$ cat src/rtl/uart_pkg.sv
// Shared types and constants for the UART receive path.
package uart_pkg;

  typedef enum logic [2:0] {
    IDLE  = 3'd0,
    START = 3'd1,
    DATA  = 3'd2,
    STOP  = 3'd3,
    BREAK = 3'd4
  } rx_state_t;

  localparam logic [3:0] OVERSAMPLE_MID  = 4'd7;
  localparam logic [3:0] OVERSAMPLE_LAST = 4'd15;
  localparam int         UART_WIDTH_DEFAULT = 8;

endpackage

$ cat src/rtl/uart_rx_byte.sv
// 8N1 byte recovery from a 16x-oversampled serial line, with input synchronizer.
// state | meaning
// IDLE  | line idle, waiting for a low sample
// START | confirming start bit at mid-bit
// DATA  | sampling data bits LSB-first
// STOP  | sampling stop bit
// BREAK | bad stop seen, waiting for line to return high
module uart_rx_byte
  import uart_pkg::*;
#(
  parameter int UART_WIDTH = UART_WIDTH_DEFAULT
) (
  input  logic                  clk,
  input  logic                  reset,
  input  logic                  uart_tick,
  input  logic                  rx,
  output logic [UART_WIDTH-1:0] byte_data,
  output logic                  byte_ok,
  output logic                  byte_err,
  output logic                  start_det,
  output logic                  idle
);

  localparam int BIT_W = (UART_WIDTH > 1) ? $clog2(UART_WIDTH) : 1;

  rx_state_t             state_q, state_d;
  logic                  rx_m, rx_s;
  logic [3:0]            cnt_q;
  logic [BIT_W-1:0]      bit_q;
  logic [UART_WIDTH-1:0] shift_q;
  logic                  mid, last, last_bit;

  assign mid      = (cnt_q == OVERSAMPLE_MID);
  assign last     = (cnt_q == OVERSAMPLE_LAST);
  assign last_bit = (bit_q == BIT_W'(UART_WIDTH - 1));

  // Preset high so reset never looks like a start bit.
  always_ff @(posedge clk) begin
    if (reset) begin
      rx_m <= 1'b1;
      rx_s <= 1'b1;
    end else begin
      rx_m <= rx;
      rx_s <= rx_m;
    end
  end

  always_ff @(posedge clk) begin
    if (reset)          state_q <= IDLE;
    else if (uart_tick) state_q <= state_d;
  end

  always_comb begin
    state_d = state_q;
    case (state_q)
      IDLE:    if (!rx_s) state_d = START;
      START:   if (mid) state_d = rx_s ? IDLE : DATA;
      DATA:    if (last && last_bit) state_d = STOP;
      STOP:    if (last) state_d = rx_s ? IDLE : BREAK;
      BREAK:   if (rx_s) state_d = IDLE;
      default: state_d = IDLE;
    endcase
  end

  // The 4-bit sample counter wraps 15 -> 0 on its own at each bit boundary.
  always_ff @(posedge clk) begin
    if (reset) begin
      cnt_q   <= '0;
      bit_q   <= '0;
      shift_q <= '0;
    end else if (uart_tick) begin
      case (state_q)
        START: begin
          cnt_q <= mid ? 4'd0 : cnt_q + 4'd1;
          bit_q <= '0;
        end
        DATA: begin
          cnt_q <= cnt_q + 4'd1;
          if (last) begin
            shift_q <= {rx_s, shift_q[UART_WIDTH-1:1]};
            bit_q   <= last_bit ? '0 : bit_q + BIT_W'(1);
          end
        end
        STOP:    cnt_q <= cnt_q + 4'd1;
        default: cnt_q <= '0;
      endcase
    end
  end

  always_comb begin
    byte_ok   = 1'b0;
    byte_err  = 1'b0;
    start_det = 1'b0;
    idle      = (state_q == IDLE);
    if (uart_tick && state_q == STOP && last) begin
      byte_ok  = rx_s;
      byte_err = !rx_s;
    end
    if (uart_tick && state_q == IDLE && !rx_s) start_det = 1'b1;
  end

  assign byte_data = shift_q;

endmodule

$ cat src/rtl/uart_rx_word.sv
// Reassembles consecutive UART bytes (LSB byte first) into one word, with
// an idle timeout that discards a partially received word.
module uart_rx_word
  import uart_pkg::*;
#(
  parameter int BYTE           = 2,
  parameter int DATA_OUT_WIDTH = 12,
  parameter int UART_WIDTH     = UART_WIDTH_DEFAULT,
  parameter int OVERSAMPLE     = 16,
  parameter int TIMEOUT_BITS   = 20
) (
  input  logic                      clk,
  input  logic                      reset,
  input  logic                      uart_tick,
  input  logic                      Rx,
  output logic [DATA_OUT_WIDTH-1:0] rx_data,
  output logic                      rx_valid,
  output logic                      rx_frame_err,
  output logic                      rx_timeout,
  output logic                      rx_busy
);

  localparam int WORD_W   = UART_WIDTH * BYTE;
  localparam int IDX_W    = (BYTE > 1) ? $clog2(BYTE) : 1;
  localparam int TO_LIMIT = TIMEOUT_BITS * OVERSAMPLE;
  localparam int TO_W     = $clog2(TO_LIMIT + 1);

  logic [UART_WIDTH-1:0] byte_data;
  logic                  byte_ok, byte_err, start_det, idle;
  logic [IDX_W-1:0]      byte_idx;
  logic [WORD_W-1:0]     asm_q, word_full;
  logic [TO_W-1:0]       to_q;
  logic                  idx_last;

  uart_rx_byte #(.UART_WIDTH(UART_WIDTH)) u_byte (
    .clk       (clk),
    .reset     (reset),
    .uart_tick (uart_tick),
    .rx        (Rx),
    .byte_data (byte_data),
    .byte_ok   (byte_ok),
    .byte_err  (byte_err),
    .start_det (start_det),
    .idle      (idle)
  );

  assign idx_last = (byte_idx == IDX_W'(BYTE - 1));

  // Incoming byte merged into its slot; bits above the word width are dropped.
  always_comb begin
    word_full = asm_q;
    word_full[byte_idx*UART_WIDTH +: UART_WIDTH] = byte_data;
  end

  always_ff @(posedge clk) begin
    if (reset) begin
      rx_data      <= '0;
      rx_valid     <= 1'b0;
      rx_frame_err <= 1'b0;
      rx_timeout   <= 1'b0;
      byte_idx     <= '0;
      asm_q        <= '0;
      to_q         <= '0;
    end else begin
      rx_valid     <= 1'b0;
      rx_frame_err <= 1'b0;
      rx_timeout   <= 1'b0;

      if (start_det) begin
        to_q <= '0;
      end else if (uart_tick && idle && byte_idx != '0) begin
        if (to_q == TO_W'(TO_LIMIT - 1)) begin
          to_q       <= '0;
          rx_timeout <= 1'b1;
          byte_idx   <= '0;
        end else begin
          to_q <= to_q + TO_W'(1);
        end
      end

      if (byte_ok) begin
        if (idx_last) begin
          rx_data  <= word_full[DATA_OUT_WIDTH-1:0];
          rx_valid <= 1'b1;
          byte_idx <= '0;
        end else begin
          asm_q    <= word_full;
          byte_idx <= byte_idx + IDX_W'(1);
        end
      end else if (byte_err) begin
        rx_frame_err <= 1'b1;
        byte_idx     <= '0;
      end
    end
  end

  assign rx_busy = !idle || (byte_idx != '0);

endmodule

$ cat config.mk
export PLATFORM = sky130hd
export DESIGN_NAME = uart_rx_word
export DESIGN_NICKNAME = d
export VERILOG_FILES = /design/src/rtl/uart_pkg.sv /design/src/rtl/uart_rx_byte.sv /design/src/rtl/uart_rx_word.sv
export SDC_FILE = /design/constraint.sdc
export NUM_CORES = 1
export LEC_CHECK = 0
export ABC_AREA = 1
export CAP_MARGIN = 40
export CORE_ASPECT_RATIO = 1.75
export CORE_MARGIN = 2
export CORE_UTILIZATION = 45
export DETAILED_ROUTE_END_ITERATION = 12
export PLACE_DENSITY = 0.67
export REMOVE_ABC_BUFFERS = 1
export SETUP_SLACK_MARGIN = 0.5
export SLEW_MARGIN = 20
export SYNTH_ARGS = -nofsm -noshare
export SYNTH_HDL_FRONTEND = slang
export SYNTH_SLANG_ARGS = --single-unit
$ cat constraint.sdc
create_clock -name clk -period 1.5 [get_ports clk]
set_clock_uncertainty 0.2 [all_clocks]
set_input_delay 0.3 -clock clk [delete_from_list [all_inputs] [get_ports clk]]
set_output_delay 0.3 -clock clk [all_outputs]
set_load 0.03 [all_outputs]
== After elaboration in Yosys (flattened, before gate mapping) ==
Index checks and enable logic that the tools add are counted.

* Reductions and logical operators: 24
* Equal/unequal tests: 15
* Bitwise logic cells: 3
* Muxes and demuxes: 27
* Add/subtract/negate cells: 5
* Shift-type cells: 2

{| class="wikitable"
|+ Operator list
! kind !! number
|-
| 4-bit negation with 34-bit output || 1
|-
| 8-bit by 34-bit variable shift with 16-bit output (first input constant) || 1
|-
| 8-bit by 34-bit variable part select with 16-bit output || 1
|-
| 3-bit 2-to-1 mux || 8
|-
| 16-bit bitwise mux || 1
|-
| 3-bit one-hot mux with 5 select lines || 1
|-
| 1-bit 2-to-1 mux || 12
|-
| 2-bit by 1-bit inequality test with 1-bit output (second input constant) || 5
|-
| 9-bit by 1-bit adder with 9-bit output (second input constant) || 1
|-
| 9-bit == test (second input constant) || 1
|-
| 9-bit 2-to-1 mux || 1
|-
| 3-bit AND reduction || 3
|-
| 4-bit one-hot mux with 2 select lines || 1
|-
| 2-bit OR reduction || 4
|-
| 3-bit by 2-bit == test with 1-bit output (second input constant) || 2
|-
| 3-bit == test (second input constant) || 2
|-
| 1-bit logical AND || 6
|-
| 3-bit one-hot mux with 2 select lines || 1
|-
| 6-bit AND reduction || 1
|-
| 3-bit nonzero test || 2
|-
| 4-bit by 1-bit adder with 4-bit output (second input constant) || 1
|-
| 4-bit by 3-bit == test with 1-bit output (second input constant) || 1
|-
| 4-bit == test (second input constant) || 1
|-
| 4-bit 2-to-1 mux || 1
|-
| other kinds (13) || 17
|}

* Bits of input ports: 4
* Register bits: 61
* Output and inout bits: 16
* Logic and storage cells: 89

== Logic depth before layout (Yosys ltp) ==
Gate-level depths: netlist (run 1).

* Word-level depth: 7
* Gate-level depth with buffers: 9
* Depth with buffers taken out: 9

== Cells and area by module ==
From an unflattened synthesis (run 1), not the netlist that was laid out.

* Cells, all modules: 300
* Area, all modules: 2,289.7 um^2

{| class="wikitable"
|+ Modules (own cells, without submodules)
! module !! instances !! cells each !! seq. area each (um^2) !! area an instance (um^2)
|-
| uart_rx_word || 1 || 164 || 660.6 || 1,280.0
|-
| uart_rx_byte || 1 || 136 || 400.4 || 1,009.7
|}

== Least setup slack after synthesis (run 1) ==
OpenSTA, ideal clock, no wires.

* Path type: reg2reg
* Start: reg u_byte.cnt_q[0]
* End: reg asm_q[1]
* Arrival: 1.334 ns
* Library setup time: 0.113 ns
* Path slack: -0.147 ns
* Cell stages (with the launch flop): 8
* Path through: dfxtp_1 > ha_1 > nand4_4 > nor3_4 > nand2_2 > buf_6 > nor2_1 > nor2_1

* Word-level cells in the longest chain between the ends: 4

{| class="wikitable"
|+ Ends and longest elaborated chain
! what !! RTL line !! RTL
|-
| start, declared || uart_rx_byte.sv:28 || <nowiki>logic [3:0] cnt_q;</nowiki>
|-
| start signal, assigned || uart_rx_byte.sv:74 || <nowiki>cnt_q <= mid ? 4'd0 : cnt_q + 4'd1;</nowiki>
|-
| start signal, assigned || uart_rx_byte.sv:78 || <nowiki>cnt_q <= cnt_q + 4'd1;</nowiki>
|-
| start signal, assigned || uart_rx_byte.sv:84 || <nowiki>STOP: cnt_q <= cnt_q + 4'd1;</nowiki>
|-
| 4-bit == test || uart_rx_byte.sv:34 || <nowiki>assign last = (cnt_q == OVERSAMPLE_LAST);</nowiki>
|-
| 1-bit logical AND || uart_rx_byte.sv:95 || <nowiki>if (uart_tick && state_q == STOP && last) begin</nowiki>
|-
| 1-bit 2-to-1 mux || uart_rx_byte.sv:95 ||
|-
| 2-bit AND reduction (no line) || -- ||
|-
| end signal, assigned || uart_rx_word.sv:87 || <nowiki>asm_q <= word_full;</nowiki>
|-
| end, declared || uart_rx_word.sv:31 || <nowiki>logic [WORD_W-1:0] asm_q, word_full;</nowiki>
|}

No other way between the ends.
A chain may end at the register's enable or synchronous reset.

== Worst setup path in the final report (run 1) ==
* Start: reg u_byte.state_q[0]
* End: reg rx_data[10]

* Word-level cells in the longest chain between the ends: 5

{| class="wikitable"
|+ Ends and longest elaborated chain
! what !! RTL line !! RTL
|-
| start, declared || uart_rx_byte.sv:26 || <nowiki>rx_state_t state_q, state_d;</nowiki>
|-
| start signal, assigned || uart_rx_byte.sv:50 || <nowiki>else if (uart_tick) state_q <= state_d;</nowiki>
|-
| 3-bit by 2-bit == test with 1-bit output || uart_rx_byte.sv:95 ||
|-
| 1-bit logical AND (2 in series) || uart_rx_byte.sv:95 ||
|-
| 1-bit 2-to-1 mux || uart_rx_byte.sv:95 ||
|-
| 2-bit AND reduction (no line) || -- ||
|-
| end signal, assigned || uart_rx_word.sv:83 || <nowiki>rx_data <= word_full[DATA_OUT_WIDTH-1:0];</nowiki>
|-
| end, declared || uart_rx_word.sv:16 || <nowiki>output logic [DATA_OUT_WIDTH-1:0] rx_data,</nowiki>
|}

No other way between the ends.

==> key figures, run 1 <==
Status
  – Run status: complete, but fails checks
  – Violated checks: negative setup slack

Drt
  – Routed wire length per instance: 12.9 um
  – Violation count after the first detailed-route iteration: 68
  – Number of vias per cell after detailed routing: 5.06
  – Routed vias: 2349
  – TritonRoute pass-1 iters: 4
  – Remaining design rule violation count: 0
  – Post-route antenna net violation count: 0
  – Final Routed Wirelength: 6000 um

Synth
  – Sequential area share after synthesis: 45.3%
  – Dominant cell type by area after synthesis: dfxtp_1
  – Per-instance average area after synthesis: 6.88 um2
  – Netlist area before placement: 2340 um2
  – Proportion of synthesized flip-flops having asynchronous set or reset: 0%
  – Number of synthesized flops with an enable pin: 0
  – Most frequently used cell type in the post-synthesis netlist: nor2_1
  – Biggest area contributors in the synthesized netlist: dfxtp_1 (45%), nor2_1 (13%), nand2_1 (12%), inv_1 (6.2%), nand3_1 (4.7%)
  – Top cells by instance count after synthesis: nor2_1 (81), nand2_1 (77), dfxtp_1 (53), inv_1 (39), nand3_1 (22)
  – Area fraction of the dominant cell type after synthesis: 45.3%
  – Cell count after synthesis: 341
  – Number of distinct library cells after synthesis: 25
  – Yosys warning count: 0
  – FF+latch count, synth: 53
  – Main flop type after synthesis: dfxtp_1

Clocking
  – Total clock sinks: 53
  – CTS root buf: clkbuf_8
  – TritonCTS Buffers: 5
  – Buffer levels on the longest clock path: 2
  – CTS tree: built
  – CTS Hold Buffers Added: 0
  – Clock transition at the register clock pins on the worst setup and hold paths after CTS: 0.09 ns
  – CTS H-Tree Depth: 2
  – Skew-Pair Late Insertion Delay: 0.31 ns

Setup path
  – Worst Path Max Fanout: 14
  – Required time of the worst setup path: 1.55 ns
  – Worst reg-to-reg path cell count: 9
  – Worst endpoint data arrival time: 1.75 ns
  – CP Capture Type: flip-flop
  – Startpoint types: flip-flop
  – Critical Setup Path Class: reg -> reg
  – Register-to-register setup slack: -0.21 ns

Power and ir drop
  – Power density relative to cell area: 1040 nW/um2
  – Static leakage power: 1.64 nW
  – Worst supply voltage drop on vdd: 0.841 mV

Min path
  – WHS Path Cells: 1
  – Worst hold-check path type: reg -> reg

Finish
  – Final net count: 418
  – Final design utilization: 69.1%
  – Share of layout cells above drive strength 1: 39.3%
  – Fillers: 405
  – P&R area growth vs syn: 46.6%
  – Final std cells w/o fill: 464
  – Number of antenna cells inserted: 0

GRT
  – Met2 demand-to-capacity share in global routing: 37.3%
  – Total routing resource utilization after global routing: 20.5%
  – Global-route wire length before repair: 9220 um
  – Maximum number of pins on one net before global-route repair: 28
  – Vias in the first global route: 2173
  – Highest-utilization routing layer at the global route stage: met2
  – Overflow left after global routing: 0
  – Antenna violations before repair: 0
  – Global Route met1 Usage: 22.4%
  – Met3 usage: 3.25%

Placed design
  – HPWL Detailed: 3520 um
  – Inst Count DP: 436
  – Count of port buffers added during placement: 19
  – Weighted congestion reported at the end of routability-driven placement: 0.892

Timing
  – Clock period minus worst slack: 1.71 ns
  – Final max-slew violation count: 0
  – Max frequency: 0.585 GHz
  – RSZ-0062 raised after global routing: true
  – Fin crit share: 114%
  – Slew of the pin with the lowest slew margin: 0.345 ns
  – Max-Slew Margin vs Limit: 76.8%
  – Number of failing hold endpoints at the final stage: 0
  – Worst setup margin: -0.209 ns
  – Final setup viols: 44

Floorplan
  – Die area: 5830 um2
  – Chip Height: 99.5 um
  – Number of top-level pins: 20
  – Rows: 34
  – Die width: 58.6 um
  – Placeable core region: 4980 um2
  – Initial cell density of the core: 47.1%

Run
  – Max-cap violations: 0
-- state kept, by name (all words and copies together), names as in the netlist --
| signal | flops |
|---|---|
| asm_q | 8 |
| byte_idx | 1 |
| rx_data | 12 |
| rx_frame_err | 1 |
| rx_timeout | 1 |
| rx_valid | 1 |
| to_q | 9 |
| u_byte.bit_q | 3 |
| u_byte.byte_data | 8 |
| u_byte.cnt_q | 4 |
| u_byte.rx_m | 1 |
| u_byte.rx_s | 1 |
| u_byte.state_q | 3 |
-- per-layer routing --
metal | share of wire, % | wire length (um) | vias up
met2 | 56 | 3330 | 35
met3 | 2.1 | 123 | 11
li1 | - | - | 1196
met5 | 0 | 0 | -
met4 | 2.0 | 122 | 0
met1 | 40 | 2420 | 1107
-- stage by stage --
step / power (mW) / area [um2] / hold slack (ns) / worst slack (ns) / TNS (ns)
2_1_floorplan: 1.99 / 2300 / 0.169 / -0.218 / -3.16
3_3_place_gp: 2.30 / 2760 / 0.194 / -0.509 / -19.44
3_5_place_dp: 2.30 / 2760 / 0.199 / -0.537 / -20.74
4_1_cts: 3.37 / 3150 / 0.221 / -0.212 / -4.02
5_1_grt: 3.77 / 3440 / 0.235 / -0.320 / -9.27
6_report: 3.59 / 3440 / 0.218 / -0.209 / -5.69
-- layout make-up --
class / instances / area, um2 / area share [%]
Clock inverter: 1 / 7.51 / 0.218
Clock buffer: 6 / 82.6 / 2.40
Tap cell: 54 / 67.6 / 1.97
Timing Repair Buffer: 71 / 668 / 19.4
Multi-Input combinational cell: 238 / 1360 / 39.4
Inverter: 41 / 166 / 4.84
Sequential cell: 53 / 1090 / 31.7
-- where the power goes --
part	internal (mW)	switching (mW)	total (mW)	leakage, nW
Clock	0.366	0.467	0.832	0.0433
Sequential	1.47	0.0684	1.54	0.438
Combinational	0.538	0.681	1.22	1.15
-- cell usage in the layout (no fill, tap or decap), types with 5 or more instances in the layout --
| cell | instances |
|---|---|
| nand3_2 | 5 |
| nor2_4 | 8 |
| buf_6 | 35 |
| nand2_2 | 8 |
| buf_4 | 32 |
| inv_1 | 33 |
| o21ai_2 | 7 |
| nor2_2 | 10 |
| nand2_4 | 5 |
| nor2_1 | 64 |
| clkbuf_8 | 6 |
| nand3_1 | 16 |
| nand2_1 | 66 |
| a21oi_1 | 15 |
| o21ai_0 | 5 |
| dfxtp_2 | 20 |
| dfxtp_1 | 32 |
-- worst max-delay path, cell delays in order, from the launching register on --
cell	delay [ns]
dfxtp_2	0.37
buf_6	0.11
buf_4	0.13
nand3_4	0.09
nor3_4	0.25
nand2_2	0.13
buf_6	0.17
nand2_1	0.06
nand2_1	0.04
nor2_1	0.09
-- kinds of logic (layout without fill, tap and decap cells) --
| kind of cell | after synthesis | in the layout | synth area share, % |
|---|---|---|---|
| buffers and inverters | 50 | 119 | 8.48 |
| AOI/OAI and AO/OA | 36 | 36 | 7.79 |
| xor gates and xnor gates | 2 | 2 | 0.747 |
| and+or+nand+nor | 196 | 196 | 35.6 |
| adders and majority gates | 4 | 4 | 2.13 |
| DFF | 53 | 53 | 45.3 |
-- timing repair --
action,4_1_cts,5_1_grt
cloned,2,0
setup endpoints to repair,69,69
resized for setup,100,67
setup buffers,12,7
pin swaps,15,22
-- worst paths after layout --
path | start | to
hold / removal | u_byte.rx_m$_SDFF_PP1_ | u_byte.rx_s$_SDFF_PP1_
setup / recovery | u_byte.state_q[0]$_SDFFE_PP0P_ | rx_data[10]$_SDFFE_PP0P_
hold reg to reg | u_byte.rx_m$_SDFF_PP1_ | u_byte.rx_s$_SDFF_PP1_
setup reg to reg | u_byte.state_q[0]$_SDFFE_PP0P_ | rx_data[10]$_SDFFE_PP0P_
No activity file was read; power rests on OpenSTA's default activity.
==> run 2, diff against run 1 <==
- CORE_UTILIZATION: 45 -> 51
- PLACE_DENSITY: 0.67 -> 0.74
==> run 2 against run 1 <==
Against the previous run:
- wire length is 4.5% lower
- highest routed layer unchanged
- the flow still finishes with violations (negative setup slack)
- register-to-register slack better by 0.07 ns
- clock power is 13% higher
- sequential cell count stayed put
- via count is 0.72% lower
==> key figures, run 2 (synthesized netlist as in run 1, its figures left out) <==
Status
  – Run status: complete, but fails checks
  – Violated checks: negative setup slack

Min path
  – Worst hold-check path type: reg -> reg

Clocking
  – Buffer levels on the longest clock path: 2 (unchanged)
  – CTS tree: built
  – TritonCTS Buffers: 5 (unchanged)
  – Skew-Pair Late Insertion Delay: 0.30 ns (about the same)
  – Total clock sinks: 53 (unchanged)
  – CTS H-Tree Depth: 2 (unchanged)
  – CTS root buf: clkbuf_8
  – Clock transition at the register clock pins on the worst setup and hold paths after CTS: 0.09 ns (about the same)

Placed design
  – Weighted congestion reported at the end of routability-driven placement: 0.871 (-2.3%)
  – Count of port buffers added during placement: 19 (unchanged)
  – HPWL Detailed: 3430 um (-2.5%)
  – Post-placement worst setup slack: -0.468 ns (+0.0696 ns)

Drt
  – Remaining design rule violation count: 0 (unchanged)
  – Number of vias per cell after detailed routing: 5.07 (+0.14%)
  – Final Routed Wirelength: 5720 um (-4.5%)
  – TritonRoute pass-1 iters: 4 (unchanged)
  – Violation count after the first detailed-route iteration: 68 (unchanged)
  – Post-route antenna net violation count: 0 (unchanged)
  – Routed wire length per instance: 12.4 um (-3.7%)
  – Routed vias: 2332 (-0.72%)

GRT
  – Vias in the first global route: 2172 (-0.046%)
  – Overflow left after global routing: 0 (unchanged)
  – Global-route wire length before repair: 9250 um (+0.37%)
  – Antenna violations before repair: 0 (unchanged)
  – Maximum number of pins on one net before global-route repair: 28 (unchanged)
  – Total routing resource utilization after global routing: 21.8% (+1.3 points)

Floorplan
  – Die width: 55.3 um (-5.7%)
  – Die area: 5180 um2 (-11%)
  – Initial cell density of the core: 53.2% (+6.1 points)
  – Rows: 32 (-5.9%)
  – Number of top-level pins: 20 (unchanged)
  – Chip Height: 93.7 um (-5.8%)
  – Placeable core region: 4400 um2 (-12%)

Power and ir drop
  – Final total power: 3.66 mW (+1.9%)
  – Sw Pwr: 1.19 mW (-1.9%)
  – Static leakage power: 1.62 nW (-0.86%)
  – Comb power frac: 32.7% (-1.3 points)
  – Cell-internal power: 2.46 mW (+3.8%)
  – Switching fraction of total power: 32.6% (-1.3 points)
  – Clock power frac: 25.6% (+2.4 points)
  – Worst supply voltage drop on vdd: 1.15 mV (+36%)
  – Power density relative to cell area: 1100 nW/um2 (+5.6%)
  – Reg power frac: 41.7% (-1.1 points)

Timing
  – Slew of the pin with the lowest slew margin: 0.426 ns (+0.0812 ns)
  – Max-Slew Margin vs Limit: 71.3% (-5.5 points)
  – Final setup viols: 41 (-6.8%)
  – Max frequency: 0.584 GHz (-0.14%)
  – Fin crit share: 114% (+0.16 points)
  – Number of failing hold endpoints at the final stage: 0 (unchanged)
  – RSZ-0062 raised after global routing: true
  – Worst setup margin: -0.212 ns (-0.00245 ns)
  – Final max-slew violation count: 0 (unchanged)
  – Clock period minus worst slack: 1.71 ns (+0.00245 ns)
  – Worst Hold Margin: 0.222 ns (+0.00448 ns)

Setup path
  – CP Capture Type: output pin
  – Worst Path Max Fanout: 5 (-9)
  – Startpoint types: flip-flop
  – Required time of the worst setup path: 1.00 ns (-0.55 ns)
  – Worst endpoint data arrival time: 1.21 ns (-0.54 ns)
  – Critical Setup Path Class: reg -> out

Finish
  – Most flops, register: rx_data
  – Number of antenna cells inserted: 0 (unchanged)
  – Regs by FF count: rx_data (12), to_q (9)
  – Fillers: 316 (-22%)
  – Top library cells by usage in the layout, fill and taps aside: nor2_1 (66), nand2_1 (64), buf_4 (39)
  – Share of layout cells above drive strength 1: 35.7% (-3.6 points)
  – Final net count: 417 (-0.24%)
  – Most common cell after layout, fill and taps aside: nor2_1
  – Max reg flops: 12 (unchanged)
  – P&R area growth vs syn: 41.4%
  – Final design utilization: 75.3% (+6.2 points)

Run
  – Max-cap violations: 0 (unchanged)
-- run 2: changes by cell type in the layout (fill, tap and decap cells not counted), moves of 3 or more --
cell / previous run / this run
buf_6: 35 / 27
nor2_4: 8 / 5
nand2_2: 8 / 13
o21ai_0: 5 / 14
buf_4: 32 / 39
o21ai_2: 7 / 0
nand2_4: 5 / 2
inv_1: 33 / 36
nand3_1: 16 / 19
-- run 2: metal layers --
metal | share of wire (%) | vias to the layer above | track usage, %
met3 | 3.0 | 16 | 3.17
met2 | 54 | 55 | 41.3
li1 | - | 1194 | -
met1 | 40 | 1067 | 23.5
met5 | 0 | - | 0
met4 | 3.3 | 0 | 9.55
-- run 2: worst paths after layout --
check,slack [ns],endpoint,startpoint,cells past startpoint
worst max-delay path,-0.21,rx_busy,byte_idx$_SDFFE_PP0P_,4
worst min-delay path,0.22,u_byte.rx_s$_SDFF_PP1_,u_byte.rx_m$_SDFF_PP1_,1
worst max register to register,-0.14,rx_data[8]$_SDFFE_PP0P_,u_byte.cnt_q[0]$_SDFFE_PP0P_,8
worst min register to register,0.22,u_byte.rx_s$_SDFF_PP1_,u_byte.rx_m$_SDFF_PP1_,1
-- run 2: critical path: stages, from the launching register on --
cell        delay (ns)
dfxtp_2           0.37
buf_6             0.13
clkinvlp_4        0.17
nand2_2           0.11
buf_6             0.13
-- run 2: timing repair --
action | 4_1_cts | 5_1_grt
setup buffers | 11 | 11
gates cloned | 1 | 0
gates resized for setup | 98 | 39
pin swaps | 4 | 9
hold endpoints to repair | 0 | 0
hold buffers | 0 | 0
setup endpoints to repair | 69 | 69
-- run 2: power groups by stage --
| stage | Sequential, mW | Combinational, mW | Clock [mW] |
|---|---|---|---|
| after floorplan | 1.53 | 0.456 | 0 |
| after global placement | 1.53 | 0.778 | 0 |
| after detailed placement | 1.53 | 0.787 | 0 |
| after CTS | 1.50 | 0.988 | 0.953 |
| after global routing | 1.53 | 1.28 | 1.01 |
| final | 1.52 | 1.19 | 0.936 |
-- run 2: final cells by class --
| cell class | instances | area (um2) | area share (%) |
|---|---|---|---|
| tap | 51 | 63.8 | 1.92 |
| sequential | 53 | 1090 | 32.9 |
| timing repair buffer | 70 | 631 | 19.0 |
| clock buffer | 5 | 68.8 | 2.08 |
| multi-input combinational | 238 | 1260 | 38.2 |
| inverter | 41 | 163 | 4.91 |
| clock inverter | 2 | 35.0 | 1.06 |
-- run 2: stage by stage --
stage	std cells	setup TNS [ns]	cell area (um2)
after floorplan	332	-3.16	2300
after global placement	430	-18.00	2740
after detailed placement	430	-19.53	2740
after CTS	449	-4.46	3110
after global routing	460	-7.91	3320
final	460	-3.68	3320
==> run 3, diff against run 2 <==
- HOLD_SLACK_MARGIN: not set -> 0.02
- SETUP_SLACK_MARGIN: 0.5 -> 0.02
==> run 3 against run 2 <==
Against the previous run:
- the run still ends with negative setup slack left
- clock power increased by 0.9%
- critical path depth grew 2
- global-route usage is 1.2 points lower
- wire length down 2.4%
- final cell count down 2.4%
- register-to-register slack hardly changed
- sequential cell count stayed put
- maximum frequency rose by 0.17%
- sequential power is essentially flat
- critical path type unchanged
- critical endpoint unchanged
- highest routed layer unchanged
==> key figures, run 3 (synthesized netlist as in run 1, its figures left out) <==
Clocking
  – CTS Hold Buffers Added: 0 (unchanged)
  – Clock transition at the register clock pins on the worst setup and hold paths after CTS: 0.09 ns (about the same)
  – Skew-Pair Late Insertion Delay: 0.30 ns (about the same)
  – CTS root buf: clkbuf_8
  – CTS H-Tree Depth: 2 (unchanged)
  – TritonCTS Buffers: 5 (unchanged)
  – Total clock sinks: 53 (unchanged)
  – Buffer levels on the longest clock path: 2 (unchanged)
  – CTS tree: built

Finish
  – Regs by FF count: rx_data (12), to_q (9)
  – Post-route cell area: 3220 um2 (-2.9%)
  – Multi-input logic area: 1310 um2 (+3.6%)
  – Share of layout cells above drive strength 1: 33.2% (-2.5 points)
  – Final net count: 406 (-2.6%)
  – Most common cell after layout, fill and taps aside: nor2_1
  – Fillers: 353 (+12%)
  – Number of antenna cells inserted: 0 (unchanged)
  – Top library cells by usage in the layout, fill and taps aside: nor2_1 (68), nand2_1 (54), dfxtp_1 (47)
  – P&R area growth vs syn: 37.4%
  – Area of all sequential standard cells: 1070 um2 (-1.7%)
  – Most flops, register: rx_data
  – Max reg flops: 12 (unchanged)

Setup path
  – Worst reg2reg startpoint: u_byte.state_q[0]$_SDFFE_PP0P_
  – Cell family contributing the most delay on the critical path: flip-flops
  – Worst reg-to-reg path cell count: 11 (+3)
  – Buffers and inverters on the worst path: 3 (unchanged)
  – Critical Setup Path Class: reg -> out
  – Worst Path Max Fanout: 3 (-2)
  – Worst endpoint data arrival time: 1.21 ns (about the same)
  – Maximum single-stage delay on the critical path: 0.37 ns (about the same)
  – Startpoint types: flip-flop
  – Most frequent CP cell: buf_6
  – Launching element of the worst setup path: u_byte.state_q[0]$_SDFFE_PP0P_
  – Required time of the worst setup path: 1.00 ns (about the same)
  – CP Capture Type: output pin
  – Cell depth of the worst setup path: 6 (+2)
  – Ordered list of cells on the worst path: buf_6 -> inv_4 -> nand2_4 -> nor2_4 -> nand2_2 -> buf_6
  – Cell with the biggest individual delay on the critical path: dfxtp_4

Floorplan
  – Number of top-level pins: 20 (unchanged)
  – Placeable core region: 4400 um2 (unchanged)
  – Die area: 5180 um2 (unchanged)
  – Die width: 55.3 um (unchanged)
  – Rows: 32 (unchanged)
  – Chip Height: 93.7 um (unchanged)
  – Initial cell density of the core: 53.2% (unchanged)

Timing
  – RSZ-0062 raised after global routing: true
  – Number of failing hold endpoints at the final stage: 0 (unchanged)
  – Final setup viols: 40 (-2.4%)
  – Clock period minus worst slack: 1.71 ns (-0.00285 ns)
  – Slew of the pin with the lowest slew margin: 0.385 ns (-0.0414 ns)
  – Fin crit share: 114% (-0.19 points)
  – Max frequency: 0.585 GHz (+0.17%)
  – Max-Slew Margin vs Limit: 74.1% (+2.8 points)
  – Worst setup margin: -0.209 ns (+0.00285 ns)
  – Final max-slew violation count: 0 (unchanged)

Drt
  – Remaining design rule violation count: 0 (unchanged)
  – Routed length on met3: 138 um (-20%)
  – Routed wire length per instance: 12.4 um (about the same)
  – Top layer in use: met4
  – Final Routed Wirelength: 5590 um (-2.4%)
  – Post-route antenna net violation count: 0 (unchanged)
  – Wl on met1: 2260 um (-0.75%)
  – Routed vias: 2264 (-2.9%)
  – Amount of wire on met2 after detailed routing: 3030 um (-1.8%)
  – Violation count after the first detailed-route iteration: 52 (-24%)
  – TritonRoute pass-1 iters: 5 (+1)
  – Number of vias per cell after detailed routing: 5.04 (-0.54%)

GRT
  – Overflow left after global routing: 0 (unchanged)
  – Global-route wire length before repair: 8800 um (-4.8%)
  – Antenna violations before repair: 0 (unchanged)
  – Total routing resource utilization after global routing: 20.6% (-1.2 points)
  – Maximum number of pins on one net before global-route repair: 28 (unchanged)
  – Vias in the first global route: 2146 (-1.2%)

Placed design
  – HPWL Detailed: 3430 um (unchanged)
  – Weighted congestion reported at the end of routability-driven placement: 0.871 (unchanged)
  – Post-place instance area: 2740 um2 (unchanged)
  – Count of port buffers added during placement: 19 (unchanged)

Min path
  – Hold Startpoint: u_byte.rx_m$_SDFF_PP1_
  – WHS Path Cells: 1 (unchanged)
  – Worst hold-check path type: reg -> reg

Power and ir drop
  – Worst supply voltage drop on vdd: 0.967 mV (-16%)
  – Power density relative to cell area: 1170 nW/um2 (+5.9%)
  – Final total power: 3.76 mW (+2.8%)
  – Static leakage power: 1.55 nW (-4.2%)

Status
  – Run status: complete, but fails checks
  – Violated checks: negative setup slack

Run
  – Max-cap violations: 0 (unchanged)
==> run 3: path summary, 6_finish.rpt <==
path,end,slack [ns]
setup reg to reg,u_byte.state_q[2]$_SDFFE_PP0P_,-0.15
setup / recovery,rx_busy,-0.21
hold / removal,u_byte.rx_s$_SDFF_PP1_,0.22
hold reg to reg,u_byte.rx_s$_SDFF_PP1_,0.22
==> run 3: area by class of cell <==
type,count,area share [%]
sequential,53,33.3
multi-input combinational,238,40.7
clock buffer,5,2.14
timing repair buffer,59,15.7
tap,51,1.98
clock inverter,2,1.09
inverter,41,5.13
==> run 3: stage by stage <==
| stage | instances | setup WS (ns) | setup TNS [ns] | util (%) | hold slack, ns |
|---|---|---|---|---|---|
| global route | 449 | -0.240 | -7.76 | 73.1 | 0.235 |
| global placement | 430 | -0.428 | -18.00 | 62.1 | 0.195 |
| CTS | 444 | -0.205 | -4.07 | 68.1 | 0.224 |
| floorplan | 332 | -0.218 | -3.16 | - | 0.169 |
| detailed placement | 430 | -0.468 | -19.53 | 62.1 | 0.200 |
| finish | 449 | -0.209 | -3.51 | 73.1 | 0.221 |
==> run 3: routing by layer <==
| layer | track usage, % | vias to the layer above |
|---|---|---|
| met5 | 0 | - |
| met4 | 7.52 | 0 |
| met3 | 2.89 | 14 |
| met2 | 40.2 | 40 |
| met1 | 22.0 | 1029 |
| li1 | - | 1181 |
==> run 3: worst reg2reg max path, delay by kind of cell, from the launching register on <==
| kind | cells | cell delay (ns) |
|---|---|---|
| AND/OR/NAND/NOR | 8 | 0.62 |
| buffers and inverters | 3 | 0.35 |
| flip-flops | 1 | 0.37 |
==> run 3: repair_timing <==
action,4_1_cts,5_1_grt
resized for setup,48,62
pin swaps,5,16
buffers inserted,6,5
setup endpoints to repair,56,51
hold endpoints to repair,0,0
gates cloned,1,0
==> run 3: power by group <==
part           switching (mW)  internal [mW]  total [mW]
Clock                   0.459          0.486       0.944
Sequential             0.0626           1.47        1.53
Combinational           0.730          0.554        1.28
